$ cat src/rtl/sha256_msg_schedule.sv
// rtl/sha256_msg_schedule.sv - SHA-256 message-schedule expander streaming W0..W63
//
// Optional feature macro: SHA256_SCHED_RAM_EN
//   defined   : every streamed word is kept in a 64x32 array readable via RD_IDX/RD_DATA
//   undefined : no array, RD_DATA reads 0 and RD_IDX is ignored

module sha256_msg_schedule (
    input  logic         CLK,
    input  logic         RST_N,
    input  logic         START,
    input  logic [511:0] BLOCK_IN,
    output logic         BUSY,
    output logic         W_VALID,
    output logic [5:0]   W_IDX,
    output logic [31:0]  W_OUT,
    output logic         DONE,
    input  logic [5:0]   RD_IDX,
    output logic [31:0]  RD_DATA
);

    typedef enum logic {
        S_IDLE = 1'b0,
        S_RUN  = 1'b1
    } state_t;

    state_t      state_q, state_d;
    logic [3:0]  lo_q, lo_d;
    logic [3:0]  hi_q, hi_d;
    logic [31:0] win_q [16];
    logic [31:0] win_d [16];

    logic [5:0]  idx;
    logic        last;
    logic        run;
    logic [31:0] w_next;

    function automatic logic [31:0] sig0(input logic [31:0] x);
        return {x[6:0], x[31:7]} ^ {x[17:0], x[31:18]} ^ (x >> 3);
    endfunction

    function automatic logic [31:0] sig1(input logic [31:0] x);
        return {x[16:0], x[31:17]} ^ {x[18:0], x[31:19]} ^ (x >> 10);
    endfunction

    // The two nibble counters together form the round index; it tops out at 63.
    assign idx  = {hi_q[1:0], lo_q};
    assign last = (idx == 6'd63);
    assign run  = (state_q == S_RUN);

    // win[0] holds Wt, so the word entering at the top is W(t+16).
    assign w_next = sig1(win_q[14]) + win_q[9] + sig0(win_q[1]) + win_q[0];

    // Next-state, counter and window update.
    always_comb begin
        state_d = state_q;
        lo_d    = lo_q;
        hi_d    = hi_q;
        win_d   = win_q;
        case (state_q)
            S_IDLE: begin
                lo_d = 4'd0;
                hi_d = 4'd0;
                if (START) begin
                    state_d = S_RUN;
                    for (int i = 0; i < 16; i++) begin
                        win_d[i] = BLOCK_IN[511 - 32*i -: 32];
                    end
                end
            end
            S_RUN: begin
                if (last) begin
                    // Window is frozen so W_OUT keeps showing W63 once idle.
                    state_d = S_IDLE;
                    lo_d    = 4'd0;
                    hi_d    = 4'd0;
                end else begin
                    lo_d = lo_q + 4'd1;
                    if (lo_q == 4'hf) begin
                        hi_d = hi_q + 4'd1;
                    end
                    for (int i = 0; i < 15; i++) begin
                        win_d[i] = win_q[i + 1];
                    end
                    win_d[15] = w_next;
                end
            end
            default: begin
                state_d = S_IDLE;
            end
        endcase
    end

    // State, counter and window registers.
    always_ff @(posedge CLK or negedge RST_N) begin
        if (!RST_N) begin
            state_q <= S_IDLE;
            lo_q    <= 4'd0;
            hi_q    <= 4'd0;
            for (int i = 0; i < 16; i++) begin
                win_q[i] <= 32'd0;
            end
        end else begin
            state_q <= state_d;
            lo_q    <= lo_d;
            hi_q    <= hi_d;
            for (int i = 0; i < 16; i++) begin
                win_q[i] <= win_d[i];
            end
        end
    end

    // Stream outputs come straight from the registered state, giving W0 one cycle after START.
    assign BUSY    = run;
    assign W_VALID = run;
    assign W_IDX   = run ? idx : 6'd0;
    assign W_OUT   = win_q[0];
    assign DONE    = run && last;

`ifdef SHA256_SCHED_RAM_EN
    logic [31:0] mem_q [64];
    logic [31:0] mem_d [64];

    // Capture each streamed word at its index; a fresh START wipes the previous block.
    always_comb begin
        mem_d = mem_q;
        if ((state_q == S_IDLE) && START) begin
            for (int i = 0; i < 64; i++) begin
                mem_d[i] = 32'd0;
            end
        end else if (run) begin
            mem_d[idx] = win_q[0];
        end
    end

    // Schedule storage registers.
    always_ff @(posedge CLK or negedge RST_N) begin
        if (!RST_N) begin
            for (int i = 0; i < 64; i++) begin
                mem_q[i] <= 32'd0;
            end
        end else begin
            for (int i = 0; i < 64; i++) begin
                mem_q[i] <= mem_d[i];
            end
        end
    end

    assign RD_DATA = mem_q[RD_IDX];
`else
    logic [5:0] rd_idx_unused;

    assign rd_idx_unused = RD_IDX;
    assign RD_DATA       = 32'd0;
`endif

endmodule

$ cat config.mk
export PLATFORM = sky130hd
export DESIGN_NAME = sha256_msg_schedule
export DESIGN_NICKNAME = d
export VERILOG_FILES = /design/src/rtl/sha256_msg_schedule.sv
export SDC_FILE = /design/constraint.sdc
export NUM_CORES = 1
export LEC_CHECK = 0
export ABC_AREA = 0
export CORE_AREA = 2 2 229 231
export DETAILED_ROUTE_END_ITERATION = 10
export DIE_AREA = 0 0 231 233
export DONT_BUFFER_PORTS = 1
export GPL_TIMING_DRIVEN = 0
export PLACE_DENSITY_LB_ADDON = 0.3
export SLEW_MARGIN = 40
export SYNTH_ARGS = -nofsm -noshare
export SYNTH_HDL_FRONTEND = slang
export SYNTH_SLANG_ARGS = --single-unit
export TNS_END_PERCENT = 5
$ cat constraint.sdc
create_clock -name CLK -period 9.1 [get_ports CLK]
set_input_delay 1.82 -clock CLK [delete_from_list [all_inputs] [get_ports CLK]]
set_output_delay 1.82 -clock CLK [all_outputs]
set_load 0.02 [all_outputs]
==> flow_metrics.tcl <==
set metrics [dict create \
    htreeDepth 2 \
    initialDrtViolationCount 2273 \
    grt_pass1_wl_um 146000 \
    synth_ff_type "dfrtp_1" \
    portBuffers 0 \
    final_util_pct 61.7 \
    cts_hold_buffers 0 \
    netlist_area_mm2 0.0287 \
    vias 22400 \
    drt_wl_total_um 101000 \
    grt_pass1_vias 22700 \
    postCtsSetupBuffers 0 \
    initial_core_util_pct 56.2 \
    grt_antenna_before_repair 26 \
    cts_tree "yes" \
    status "finished with violations" \
    clock-sinks 519 \
    worst-path-max-fanout 10 \
    hold_depth 2 \
    die_w_um 231 \
    slowest_delay_ns 0.50 \
    arrival_ns 3.03 \
    cp.required_ns 7.28 \
    grt-ovfl-total 0 \
    num_rows 83 \
    busiest_layer "met2" \
    max_cap_viol_count 0 \
    synthCells 2928 \
    place_congestion 1.01 \
    reg2reg_slack_ns 4.57 \
    timing.rr.start "win_q[50]" \
    synth.distinct_cells 64 \
    area_growth_pct 9.81 \
    fin_crit_ns 4.85 \
    fmax_mhz 206 \
    critPathKind "reg2out" \
    hold_violations 0 \
    grt_max_degree 520 \
    grt_usage_pct 37.0 \
    use_met1_pct 47.4 \
    drc 0 \
    cp_cell_sequence "buf_2, buf_2, clkbuf_1, clkbuf_1, and2_1" \
    root_buffer "clkbuf_16" \
    use_met2_pct 58.7 \
    critPathSlowestCell "dfrtp_1" \
    yosysWarnings 0 \
    grt_util_met3_pct 11.6 \
    clk_latency_ns 0.63 \
    worstRegToRegCells 15 \
    synth-edff-count 0 \
    hp-class "reg2reg" \
    setup_viol 0 \
    core_mm2 0.0511 \
    min_to "win_q[5]" \
    start_kind "flop" \
    hpwlAfterDp_um 79700 \
    syn_area_per_cell_um2 9.80 \
    dr.pass1.iters 6 \
    postSynth.asyncResetShare_pct 100 \
    ctsLongestPathBuffers 3 \
    clkSlewWorstSetupHoldPaths_ns 0.06 \
    dpl.cell_count 3639 \
    wire_per_inst_um 27.0 \
    synth_seq_cells 519 \
    dieHeight_um 233 \
    finalMaxSlewViolations 277 \
    avgViaCountPerCell 5.95 \
    failed_checks "max-slew violations" \
    final.setup.tns_ns 0 \
    worst_pin_slew_ns 2.01 \
    nets 3633 \
    post-route-period-util_pct 53.3 \
    stdcell_count 3756 \
    slew_headroom_pct -34.3 \
    setup.worst_path.end_class "output port" \
    rsz0062_at_grt "no" \
    min-delay-start "win_q[5]" \
    cts-resized-gates 0 \
    cts_buffers 56 \
    io_pins 594 \
    r2r_end "win_q[31]" \
    fin_skew_ns 0.0228 \
    ant_nets 0 \
    dieArea_mm2 0.0538 \
    synth_seq_area_share_pct 45.2 \
    final_layout_size_suffix_gt1_share_pct 7.46 \
]
[stage by stage]
step	hold WS, ns	setup slack (ns)	instance area (µm²)
finish	0.483	4.25	31500
global route	0.511	4.13	31500
CTS	0.483	4.24	31500
detailed placement	0.472	4.64	29700
global placement	0.461	4.65	29700
floorplan	0.450	5.41	28800
[final cells by class]
cell class	instances	area (µm²)
Antenna cell	18	45.0
Buffer	291	1450
Clock buffer	82	1620
Clock inverter	17	180
Fill cell	4308	19600
Inverter	133	502
Multi-Input combinational cell	2016	13900
Sequential cell	519	13000
Tap cell	680	851
[cell usage after synthesis, types with 40 or more instances]
cell | number | area [µm²]
clkbuf_1 | 156 | 586
buf_2 | 50 | 250
a21oi_1 | 532 | 2660
xor2_1 | 51 | 447
inv_1 | 132 | 495
buf_4 | 67 | 503
nand2_1 | 40 | 150
fa_1 | 62 | 1240
xnor2_1 | 91 | 797
dfrtp_1 | 519 | 13000
mux2i_1 | 498 | 4980
nor2_1 | 503 | 1890
[metal layers]
| metal | vias up | wire (µm) | share of wire, % |
|---|---|---|---|
| li1 | 9936 | - | - |
| met1 | 11100 | 40100 | 40 |
| met2 | 1060 | 47300 | 47 |
| met3 | 207 | 9830 | 9.7 |
| met4 | 12 | 4060 | 4.0 |
| met5 | - | 73 | 0.072 |
[cells in the final DEF (no fill, tap or decap), types with 40 or more instances in the layout]
master | synthesis | routed
a21oi_1 | 532 | 532
buf_2 | 50 | 50
buf_4 | 67 | 67
clkbuf_1 | 156 | 167
clkbuf_16 | 0 | 56
dfrtp_1 | 519 | 519
fa_1 | 62 | 62
inv_1 | 132 | 132
mux2i_1 | 498 | 498
nand2_1 | 40 | 40
nor2_1 | 503 | 503
xnor2_1 | 91 | 91
xor2_1 | 51 | 51
[worst max-delay path, delay by kind of cell, from the launching register on]
kind,cells,cell delay (ns)
AND/OR/NAND/NOR,1,0.30
flip-flops,1,0.50
buffers and inverters,4,1.60
[state kept, by name, indices dropped and copies added, names as in the netlist]
name and cells:
hi_q 2, BUSY 1, win_q 480, lo_q 4
W_OUT 32
[logic make-up (layout without fill, tap and decap cells)]
family                     count (synthesis)  in the layout  share of synthesized area, %
adders and majority gates                 95             95                          5.76
DFF                                      519            519                          45.2
muxes                                    499            499                          17.4
buffers and inverters                    424            523                          6.79
other                                      1             50                        0.0131
and+or+nand+nor                          625            625                          8.97
xor gates and xnor gates                 142            142                          4.33
AOI/OAI and AO/OA                        623            623                          11.5
[worst max-delay path by stage]
stage	startpoint	slack [ns]	end	cells after the start
floorplan	win_q[50]	5.41	win_q[27]	15
global placement	win_q[43]	4.65	win_q[31]	15
detailed placement	win_q[50]	4.64	win_q[31]	15
finish	BUSY	4.25	W_IDX[1]	5
global route	BUSY	4.13	W_IDX[5]	5
CTS	BUSY	4.24	W_IDX[1]	5
Power is not shown: default switching activity piles up to over one toggle a cycle in this logic, so the estimate is an artifact.
